## config.mk

```make
export PLATFORM = sky130hd
export DESIGN_NAME = flow_ctrl
export DESIGN_NICKNAME = d
export VERILOG_FILES = /design/src/rtl/flow_pkg.sv /design/src/rtl/flow_cond.sv /design/src/rtl/flow_ctrl.sv
export SDC_FILE = /design/constraint.sdc
export NUM_CORES = 1
export LEC_CHECK = 0
export ABC_AREA = 1
export BUFFER_PORTS_ARGS = -buffer_cell sky130_fd_sc_hd__buf_2
export CAP_MARGIN = 20
export CORE_UTILIZATION = 30
export CTS_CLUSTER_DIAMETER = 40
export DETAILED_ROUTE_END_ITERATION = 16
export SLEW_MARGIN = 30
export SYNTH_ARGS = -nofsm -noshare
export SYNTH_HDL_FRONTEND = slang
export SYNTH_SLANG_ARGS = --single-unit
```

## constraint.sdc

```tcl
create_clock -name clk -period 2.2 [get_ports clk]
set_clock_uncertainty 0.15 [all_clocks]
set_input_delay 0.33 -clock clk [delete_from_list [all_inputs] [get_ports clk]]
set_output_delay 0.33 -clock clk [all_outputs]
set_load 0.03 [all_outputs]
```

## src/rtl/flow_pkg.sv

```systemverilog
// rtl/flow_pkg.sv - flow unit shared types: op encodings, SR bit indices, FSM states
package flow_pkg;

    localparam int FLOW_ADDR_W = 20;

    // Status register bit positions: {T,S,Z,C}
    localparam int SR_C = 0;
    localparam int SR_Z = 1;
    localparam int SR_S = 2;
    localparam int SR_T = 3;

    typedef enum logic [2:0] {
        OP_TRAP = 3'd0,
        OP_NOP  = 3'd1,
        OP_JMP  = 3'd2,
        OP_JZ   = 3'd3,
        OP_JS   = 3'd4,
        OP_JZS  = 3'd5,
        OP_LDSR = 3'd6,
        OP_XSR  = 3'd7
    } flow_op_e;

    typedef enum logic [1:0] {
        ST_RUN  = 2'd0,
        ST_TRAP = 2'd1,
        ST_HALT = 2'd2
    } flow_state_e;

endpackage

```

## src/rtl/flow_cond.sv

```systemverilog
// rtl/flow_cond.sv - jump condition evaluation from op and effective flags
module flow_cond
    import flow_pkg::*;
(
    input  flow_op_e   op,
    input  logic [2:0] sr_eff,
    output logic       taken
);

    // Only jump ops can be taken; everything else reports not-taken
    always_comb begin
        taken = 1'b0;
        case (op)
            OP_JMP:  taken = 1'b1;
            OP_JZ:   taken = sr_eff[SR_Z];
            OP_JS:   taken = sr_eff[SR_S];
            OP_JZS:  taken = sr_eff[SR_Z] | sr_eff[SR_S];
            default: taken = 1'b0;
        endcase
    end

endmodule

```

## src/rtl/flow_ctrl.sv

```systemverilog
// rtl/flow_ctrl.sv - program-flow unit (PC, SR, trap FSM); optional FLOW_FLAG_BYPASS_EN
module flow_ctrl
    import flow_pkg::*;
#(
    parameter int                ADDR_W   = FLOW_ADDR_W,
    parameter logic [ADDR_W-1:0] RESET_PC = '0,
    parameter logic [ADDR_W-1:0] TRAP_VEC = ADDR_W'('h10)
) (
    input  logic              clk,
    input  logic              rst,
    input  logic              instr_valid,
    output logic              instr_ready,
    input  logic [2:0]        instr_op,
    input  logic [ADDR_W-1:0] instr_target,
    input  logic              flag_we,
    input  logic              flag_carry,
    input  logic              flag_zero,
    input  logic              flag_sign,
    input  logic              trap_ret,
    output logic [ADDR_W-1:0] pc,
    output logic [3:0]        sr,
    output logic [ADDR_W-1:0] epc,
    output logic              jump_taken,
    output logic              halted
);

    flow_state_e       state;
    flow_op_e          op;
    logic [2:0]        flags;
    logic [2:0]        flag_in;
    logic [2:0]        sr_eff;
    logic [ADDR_W-1:0] pc_inc;
    logic              accept;
    logic              taken;

    // Handshake, sequential PC and the flag view used for conditions
    always_comb begin
        op          = flow_op_e'(instr_op);
        instr_ready = (state != ST_HALT) && !trap_ret;
        accept      = instr_valid && instr_ready;
        pc_inc      = pc + ADDR_W'(1);
        flag_in     = {flag_sign, flag_zero, flag_carry};
`ifdef FLOW_FLAG_BYPASS_EN
        sr_eff      = flag_we ? flag_in : flags;
`else
        sr_eff      = flags;
`endif
    end

    // T bit mirrors the trap state; the other bits are the stored flags
    always_comb begin
        sr       = '0;
        sr[2:0]  = flags;
        sr[SR_T] = (state == ST_TRAP);
    end

    flow_cond u_cond (
        .op     (op),
        .sr_eff (sr_eff),
        .taken  (taken)
    );

    // PC, flags, EPC and trap FSM with registered pulse/status outputs
    always_ff @(posedge clk or posedge rst) begin
        if (rst) begin
            state      <= ST_RUN;
            pc         <= RESET_PC;
            flags      <= '0;
            epc        <= '0;
            jump_taken <= 1'b0;
            halted     <= 1'b0;
        end else begin
            jump_taken <= 1'b0;

            // SR writes from the instruction stream override the ALU strobe
            if (accept && op == OP_LDSR) begin
                flags <= instr_target[2:0];
            end else if (accept && op == OP_XSR) begin
                flags <= flags ^ instr_target[2:0];
            end else if (flag_we) begin
                flags <= flag_in;
            end

            if (state == ST_TRAP && trap_ret) begin
                pc    <= epc;
                state <= ST_RUN;
            end else if (accept) begin
                if (op == OP_TRAP) begin
                    if (state == ST_RUN) begin
                        epc   <= pc_inc;
                        pc    <= TRAP_VEC;
                        state <= ST_TRAP;
                    end else begin
                        state  <= ST_HALT;
                        halted <= 1'b1;
                    end
                end else begin
                    pc         <= taken ? instr_target : pc_inc;
                    jump_taken <= taken;
                end
            end
        end
    end

endmodule

```

==> impl_metrics.env, run 1 <==
export IMPL_synth_edf_count=0
export IMPL_hp_class="in2reg"
export IMPL_synth_async_reset_ratio=1.00
export IMPL_timing_slew_headroom=0.642
export IMPL_top_layer="met4"
export IMPL_required_ns=2.28
export IMPL_synth_largest_area_cell="dfrtp_1"
export IMPL_cp_startpoint="pc[1]"
export IMPL_syn2layout_area_growth_pct=22.3
export IMPL_root_buffer="clkbuf_8"
export IMPL_grt_max_degree=39
export IMPL_globalRouteOverflowTotal=0
export IMPL_worstMarginPinSlew_ns=0.537
export IMPL_grt_total_usage=0.174
export IMPL_netlist_area_um2=2960
export IMPL_start_util=0.314
export IMPL_fin_nets=496
export IMPL_drc=0
export IMPL_wl_per_cell_um=13.9
export IMPL_rows=35
export IMPL_period_share=0.883
export IMPL_worstSetupPathType="reg2reg"
export IMPL_yosysSeqAreaShare=0.398
export IMPL_port_buffers=77
export IMPL_drt_iter0_markers=151
export IMPL_grt_pass1_wl_um=13800
export IMPL_cp_start_kind="flip-flop"
export IMPL_synth_area_per_cell_um2=7.70
export IMPL_routabilityCongestion=0.804
export IMPL_die_x_um=101
export IMPL_dp_slack_ns=0.166
export IMPL_finalWirelength_um=8270
export IMPL_antenna_found_initial=0
export IMPL_yosys_warnings=0
export IMPL_crit_fanout=5
export IMPL_power_density_nw_per_um2=1080
export IMPL_via_per_inst=4.68
export IMPL_ys_flop_type="dfrtp_1"
export IMPL_cts_htree_levels=2
export IMPL_syn_inst=384
export IMPL_drive_gt1_frac=0.303
export IMPL_leakage_uw=0.00187
export IMPL_max_cap_violations=0
export IMPL_setup_viol=0
export IMPL_status="completed"
export IMPL_cts_buffers_inserted=5
export IMPL_syn_nets=416
export IMPL_synth_seq_cells=47
export IMPL_setup_tns_final_ns=0
export IMPL_diodes=0
export IMPL_die_area_um2=10300
export IMPL_hold_path_startpoint="flag_carry"
export IMPL_clock_latency_ns=0.31
export IMPL_ff2ff_path_depth=9
export IMPL_route_met3_wl_um=454
export IMPL_cts_tree="built"
export IMPL_clk_path_buf_depth=2
export IMPL_die_h_um=101
export IMPL_post_cts_setup_buffer_count=0
export IMPL_wl_met2_um=3880
export IMPL_clkTransAtPathRegs_ns=0.10
export IMPL_setup_ws_ns=0.258
export IMPL_critical_path_arrival_ns=2.02
export IMPL_synth_top_area_frac=0.398
export IMPL_met1_length_um=3860
export IMPL_rsz0062_at_grt="no"
export IMPL_hold_depth=3
export IMPL_pin_count=78
export IMPL_r2r_start="pc[1]"
export IMPL_max_freq_mhz=515
export IMPL_first_global_vias=2860
export IMPL_hold_violations=0
export IMPL_synth_cell_type_count=37
export IMPL_vias=2780
export IMPL_cts_resized=0
export IMPL_maxSlewViolCount=0
export IMPL_min_period_ns=1.94
export IMPL_clock_sinks=47
export IMPL_synth_area_leaders="dfrtp_1 (40%), nand2_1 (9.6%), nand3_1 (6.4%)"
export IMPL_peakVddDrop_mv=0.379
export IMPL_drt_first_pass_iters=4
export IMPL_core_area_um2=9420
export IMPL_dp_hpwl_um=6080
export IMPL_setup_worst_path_end_class="flip-flop"
export IMPL_ant_nets=0
-- stage by stage --
stage | hold WS (ns) | power (uW) | utilization | cells | cell area, um^2
2_1_floorplan | 0.319 | 2640 | - | 384 | 2960
3_3_place_gp | 0.260 | 3130 | 0.369 | 585 | 3470
3_5_place_dp | 0.253 | 3160 | 0.369 | 585 | 3470
4_1_cts | 0.121 | 3950 | 0.384 | 594 | 3620
5_1_grt | 0.152 | 4230 | 0.384 | 594 | 3620
6_report | 0.126 | 3910 | 0.384 | 594 | 3620
-- report_power, final --
part | internal [uW] | switching [uW] | total, uW
clock network | 454 | 329 | 782
logic | 564 | 1190 | 1750
registers | 1060 | 317 | 1380
-- layer usage --
layer | track usage | vias up
met4 | 0.0457 | 0
met5 | 0 | -
met1 | 0.227 | 1255
met2 | 0.290 | 83
li1 | - | 1436
met3 | 0.0386 | 6
-- cell type report --
cell class / instances / area (um^2)
fill: 981 / 5800
multi-input combinational: 284 / 1510
sequential: 47 / 1180
timing repair buffer: 85 / 473
tap: 129 / 161
inverter: 41 / 159
clock buffer: 5 / 68.8
clock inverter: 3 / 67.6
-- final timing paths --
path,end,slack (ns)
worst max-delay path,pc[12],0.26
worst min register to register,halted,0.33
worst min-delay path,flags[0],0.13
max in group asynchronous,epc[18],0.92
min in group asynchronous,epc[6],0.45
worst max register to register,pc[12],0.26
-- Yosys cell counts, types with 3 or more instances --
cell	number
a31oi_1	3
xnor2_1	3
o21ai_1	5
nor2_2	5
nand2_2	9
nand3_1	38
a31oi_2	8
buf_6	6
nor2_1	45
o21ai_2	8
a21oi_1	37
buf_2	3
or2_2	9
nand3b_1	4
xor2_1	6
dfrtp_1	47
inv_1	36
o21ai_0	9
nand2_1	76
nand4_1	5
-- cell usage in the layout, fill, tap and decap left out, drive strengths merged, types with 5 or more instances in the layout --
cell type,n
clkbuf,5
o21ai,22
nor2,52
buf,84
nand3,39
dfrtp,47
or2,9
xor2,6
a21oi,38
nand4,5
nand2,86
a31oi,11
inv,39
-- cells by family after synthesis --
family,count (synthesis),synth area share
compound gates,78,0.173
xor+xnor,9,0.0267
fa+ha+maj,1,0.00423
buf+inv,53,0.0914
flops,47,0.398
simple gates,196,0.307
-- state kept, by name, indices dropped and copies added, names as in the netlist --
name / cells
epc: 20
pc: 20
flags: 3
state: 2
halted: 1
jump_taken: 1
-- critical path, stage by stage (launching register included) --
cell and delay (ns):
dfrtp_1 0.45, ha_1 0.23, nand2_2 0.08, nor2_2 0.13
nand2_1 0.10, nor2_1 0.25, nand3_1 0.17, nand3_1 0.12
nand2_1 0.05, a21oi_1 0.13
-- timing repair --
action / in CTS / in global routing
setup endpoints to repair: 0 / 0
hold buffers: 1 / 0
endpoints found under the hold margin: 22 / 0
No activity file was read; power rests on OpenSTA's default activity.
==> inputs of run 2 (changes only) <==
--- a/config.mk
+++ b/config.mk
@@ -8,7 +8,7 @@
 export ABC_AREA = 1
 export BUFFER_PORTS_ARGS = -buffer_cell sky130_fd_sc_hd__buf_2
 export CAP_MARGIN = 20
-export CORE_UTILIZATION = 30
+export CORE_UTILIZATION = 40
 export CTS_CLUSTER_DIAMETER = 40
 export DETAILED_ROUTE_END_ITERATION = 16
 export SLEW_MARGIN = 30
==> run 2 against run 1 <==
Compared with the run above: core utilization rose by 13 points; power fell by 5.5%; final area fell by 1.5%; via count barely moved; critical path depth did not move; sequential power barely moved; global-route usage rose by 3.4 points; worst hold slack improved by 0.0031 ns; highest routed layer unchanged.
==> impl_metrics.env, run 2 (same netlist as run 1, synthesis figures left out) <==
export IMPL_timing_slew_headroom=0.754
export IMPL_worstSetupPathType="reg2reg"
export IMPL_crit_fanout=5
export IMPL_pin_count=78
export IMPL_syn2layout_area_growth_pct=20.4
export IMPL_setup_viol=0
export IMPL_fin_total_pwr_uw=3700
export IMPL_drive_gt1_frac=0.306
export IMPL_core_area_um2=6980
export IMPL_cp_start_kind="flip-flop"
export IMPL_grt_max_degree=39
export IMPL_fin_nets=499
export IMPL_cts_htree_levels=2
export IMPL_power_density_nw_per_um2=1040
export IMPL_clk_path_buf_depth=2
export IMPL_rows=30
export IMPL_die_x_um=88.0
export IMPL_vias=2778
export IMPL_final_cell_mix="buf_2 (77), nand2_1 (76), dfrtp_1 (47), nor2_1 (45), nand3_1 (38)"
export IMPL_first_global_vias=2586
export IMPL_cts_tree="built"
export IMPL_clock_sinks=47
export IMPL_whs_ns=0.129
export IMPL_maxSlewViolCount=0
export IMPL_critical_path_arrival_ns=1.95
export IMPL_globalRouteOverflowTotal=0
export IMPL_die_h_um=88.0
export IMPL_cts_resized=0
export IMPL_clock_latency_ns=0.30
export IMPL_post_cts_setup_buffer_count=0
export IMPL_routabilityCongestion=0.798
export IMPL_max_freq_mhz=534
export IMPL_diodes=0
export IMPL_status="completed"
export IMPL_setup_worst_path_end_class="flip-flop"
export IMPL_drt_iter0_markers=145
export IMPL_stdcell_area_um2=3560
export IMPL_min_period_ns=1.87
export IMPL_reg_largest_list="epc (20), pc (20), flags (3)"
export IMPL_worstMarginPinSlew_ns=0.368
export IMPL_place_area_um2=3450
export IMPL_fillCellCount=742
export IMPL_setup_tns_final_ns=0
export IMPL_port_buffers=77
export IMPL_period_share=0.851
export IMPL_grt_total_usage=0.208
export IMPL_clkTransAtPathRegs_ns=0.09
export IMPL_start_util=0.424
export IMPL_grt_pass1_wl_um=12400
export IMPL_hold_violations=0
export IMPL_drc=0
export IMPL_peakVddDrop_mv=0.430
export IMPL_antenna_found_initial=0
export IMPL_wl_per_cell_um=13.5
export IMPL_dp_hpwl_um=5740
export IMPL_cts_hold_buf=1
export IMPL_leakage_uw=0.00187
export IMPL_max_cap_violations=0
export IMPL_die_area_um2=7740
export IMPL_required_ns=2.28
export IMPL_drt_first_pass_iters=4
export IMPL_ant_nets=0
export IMPL_via_per_inst=4.93
export IMPL_hp_class="in2reg"
export IMPL_root_buffer="clkbuf_8"
export IMPL_cts_buffers_inserted=5
export IMPL_finalWirelength_um=7600
export IMPL_rsz0062_at_grt="no"
export IMPL_final_common_cell="buf_2"
[run 2: changes by cell type in the layout (fill, tap and decap cells not counted), sizes merged]
cell      change
clkbuf        +3
clkinvlp      -1
buf           +3
bufinv        -2
[run 2: cell type report]
class	count	area (um^2)	area share
Inverter	41	159	0.0446
Multi-Input combinational cell	284	1510	0.424
Clock buffer	8	100	0.0281
Sequential cell	47	1180	0.330
Tap cell	96	120	0.0337
Timing Repair Buffer	88	495	0.139
[run 2: critical path: stages (launching register included)]
cell and delay (ns):
dfrtp_1 0.43, ha_1 0.24, nand2_2 0.09, nor2_2 0.13
nand2_1 0.10, nor2_1 0.23, nand3_1 0.16, nand3_1 0.12
nand2_1 0.05, a21oi_1 0.11
[run 2: worst paths after layout]
kind                            start        to  slack [ns]  cells after the start
setup reg to reg                pc[1]    pc[16]        0.33                      9
setup / recovery                pc[1]    pc[16]        0.33                      9
min in group asynchronous         rst    epc[7]        0.39                      3
hold / removal             flag_carry  flags[0]        0.13                      3
max in group asynchronous         rst   epc[14]        0.95                      4
hold reg to reg                halted    halted        0.31                      2
[run 2: routing by layer]
metal / vias to the layer above / track usage / part of all wire / wire, um
met1: 1273 / 0.290 / 0.48 / 3640
met2: 72 / 0.335 / 0.46 / 3530
li1: 1431 / - / - / -
met4: 0 / 0.0492 / 0.0038 / 29
met5: - / 0 / 0 / 0
met3: 2 / 0.0349 / 0.053 / 401
[run 2: power by group]
group | leakage [uW] | switching, uW | internal [uW]
registers | 0.000584 | 310 | 1060
clock network | 0.0000515 | 293 | 288
logic | 0.00124 | 1180 | 563
[run 2: through the flow]
step / utilization / std cells / setup slack, ns
detailed placement: 0.494 / 555 / 0.306
floorplan: - / 384 / 0.346
global route: 0.510 / 564 / 0.120
CTS: 0.510 / 564 / 0.301
global placement: 0.494 / 555 / 0.320
finish: 0.510 / 564 / 0.327
==> inputs of run 3 (changes only) <==
--- a/config.mk
+++ b/config.mk
@@ -6,11 +6,11 @@
 export NUM_CORES = 1
 export LEC_CHECK = 0
 export ABC_AREA = 1
-export BUFFER_PORTS_ARGS = -buffer_cell sky130_fd_sc_hd__buf_2
 export CAP_MARGIN = 20
 export CORE_UTILIZATION = 40
 export CTS_CLUSTER_DIAMETER = 40
 export DETAILED_ROUTE_END_ITERATION = 16
+export DONT_BUFFER_PORTS = 1
 export SLEW_MARGIN = 30
 export SYNTH_ARGS = -nofsm -noshare
 export SYNTH_HDL_FRONTEND = slang
==> run 3 against run 2 <==
Compared with the run above: count of clock-buffer cells in the layout decreased by 2; power up 5.6%; register-to-register slack worse by 0.04 ns; global-route usage increased by 0.33 points; non-clock buffer count fell by 60; core utilization decreased by 3.6 points; setup slack lost 0.043 ns.
==> impl_metrics.env, run 3 (same netlist as run 1, synthesis figures left out) <==
export IMPL_status="completed"
export IMPL_clock_sinks=47
export IMPL_wl_per_cell_um=15.5
export IMPL_setup_ws_ns=0.283
export IMPL_diodes=0
export IMPL_cts_tree="built"
export IMPL_finalWirelength_um=7830
export IMPL_setup_tns_final_ns=0
export IMPL_die_area_um2=7740
export IMPL_final_common_cell="nand2_1"
export IMPL_pin_count=78
export IMPL_syn2layout_area_growth_pct=12.0
export IMPL_root_buffer="clkbuf_8"
export IMPL_r2r_end="pc[16]"
export IMPL_final_seq_area_um2=1180
export IMPL_max_freq_mhz=522
export IMPL_critical_path_arrival_ns=2.00
export IMPL_rrSetupSlack_ns=0.28
export IMPL_min_period_ns=1.92
export IMPL_core_area_um2=6980
export IMPL_rows=30
export IMPL_drive_gt1_frac=0.203
export IMPL_leakage_uw=0.00163
export IMPL_cts_hold_buf=1
export IMPL_first_global_vias=2533
export IMPL_start_util=0.424
export IMPL_grt_total_usage=0.211
export IMPL_hold_violations=0
export IMPL_port_buffers=0
export IMPL_dp_slack_ns=0.302
export IMPL_via_per_inst=5.27
export IMPL_maxSlewViolCount=0
export IMPL_required_ns=2.28
export IMPL_hold_depth=2
export IMPL_dp_hpwl_um=5670
export IMPL_setup_worst_path_end_class="flip-flop"
export IMPL_ant_nets=0
export IMPL_cts_resized=0
export IMPL_die_h_um=88.0
export IMPL_globalRouteOverflowTotal=0
export IMPL_cts_buffers_inserted=5
export IMPL_final_cell_mix="nand2_1 (76), dfrtp_1 (47), nor2_1 (45), nand3_1 (38), a21oi_1 (37)"
export IMPL_fin_nets=439
export IMPL_clkTransAtPathRegs_ns=0.09
export IMPL_setup_viol=0
export IMPL_hold_path_startpoint="instr_valid"
export IMPL_drc=0
export IMPL_grt_max_degree=48
export IMPL_worstSetupPathType="reg2reg"
export IMPL_power_density_nw_per_um2=1180
export IMPL_antenna_found_initial=0
export IMPL_clk_path_buf_depth=2
export IMPL_period_share=0.871
export IMPL_clock_latency_ns=0.31
export IMPL_routabilityCongestion=0.810
export IMPL_multiInputGateArea_um2=1510
export IMPL_fillCellCount=721
export IMPL_worstMarginPinSlew_ns=0.618
export IMPL_rsz0062_at_grt="no"
export IMPL_crit_fanout=4
export IMPL_drt_first_pass_iters=4
export IMPL_reg_largest_list="epc (20), pc (20), flags (3)"
export IMPL_peakVddDrop_mv=0.408
export IMPL_r2r_start="pc[1]"
export IMPL_drt_iter0_markers=174
export IMPL_hp_class="in2reg"
export IMPL_ff2ff_path_depth=9
export IMPL_vias=2654
export IMPL_die_x_um=88.0
export IMPL_cts_htree_levels=2
export IMPL_grt_pass1_wl_um=12400
export IMPL_cp_start_kind="flip-flop"
export IMPL_timing_slew_headroom=0.587
export IMPL_whs_endpoint="jump_taken"
export IMPL_max_cap_violations=0
export IMPL_post_cts_setup_buffer_count=0
run 3: changes by cell type in the layout (fill, tap and decap cells not counted), sizes merged:
cell    previous run  this run
buf               87        27
bufinv             0         2
clkbuf             8         6
run 3: layout make-up:
type / instances / share of cell area
clock inverter: 2 / 0.0181
timing repair buffer: 28 / 0.0642
tap: 96 / 0.0363
multi-input combinational: 284 / 0.456
sequential: 47 / 0.355
clock buffer: 6 / 0.0219
inverter: 41 / 0.0480
run 3: layer usage:
| layer | global-route usage | share of wire | vias to the layer above |
|---|---|---|---|
| met3 | 0.0509 | 0.075 | 8 |
| met1 | 0.280 | 0.44 | 1251 |
| met5 | 0 | 0 | - |
| li1 | - | - | 1310 |
| met2 | 0.340 | 0.47 | 85 |
| met4 | 0.0626 | 0.013 | 0 |
run 3: metrics by stage:
stage                     power, uW  hold WS [ns]  instances   util  instance area [um^2]
final                          3900        0.0181        504  0.474                  3310
after global routing           4180        0.0221        504  0.474                  3310
after CTS                      3920        0.0182        504  0.474                  3310
after detailed placement       3150         0.261        495  0.454                  3170
after global placement         3120         0.270        495  0.454                  3170
after floorplan                2640         0.319        384      -                  2960
run 3: how the worst max path moves through the flow:
stage / startpoint / to / cells after the start
6_report: pc[1] / pc[16] / 9
3_5_place_dp: flags[1] / pc[8] / 8
2_1_floorplan: pc[0] / pc[12] / 8
4_1_cts: flags[1] / pc[13] / 9
5_1_grt: pc[1] / pc[12] / 9
3_3_place_gp: flags[1] / pc[2] / 9
run 3: power by group:
| part | switching, uW | internal [uW] | leakage, uW |
|---|---|---|---|
| combinational | 1090 | 586 | 0.000978 |
| sequential | 400 | 1060 | 0.000584 |
| clock | 312 | 455 | 0.0000654 |
run 3: critical path, cell delays in order (launching register included):
cell	delay [ns]
dfrtp_1	0.43
ha_1	0.22
nand2_2	0.09
nor2_2	0.14
nand2_1	0.10
nor2_1	0.25
nand3_1	0.18
nand3_1	0.12
nand2_1	0.06
a21oi_1	0.11
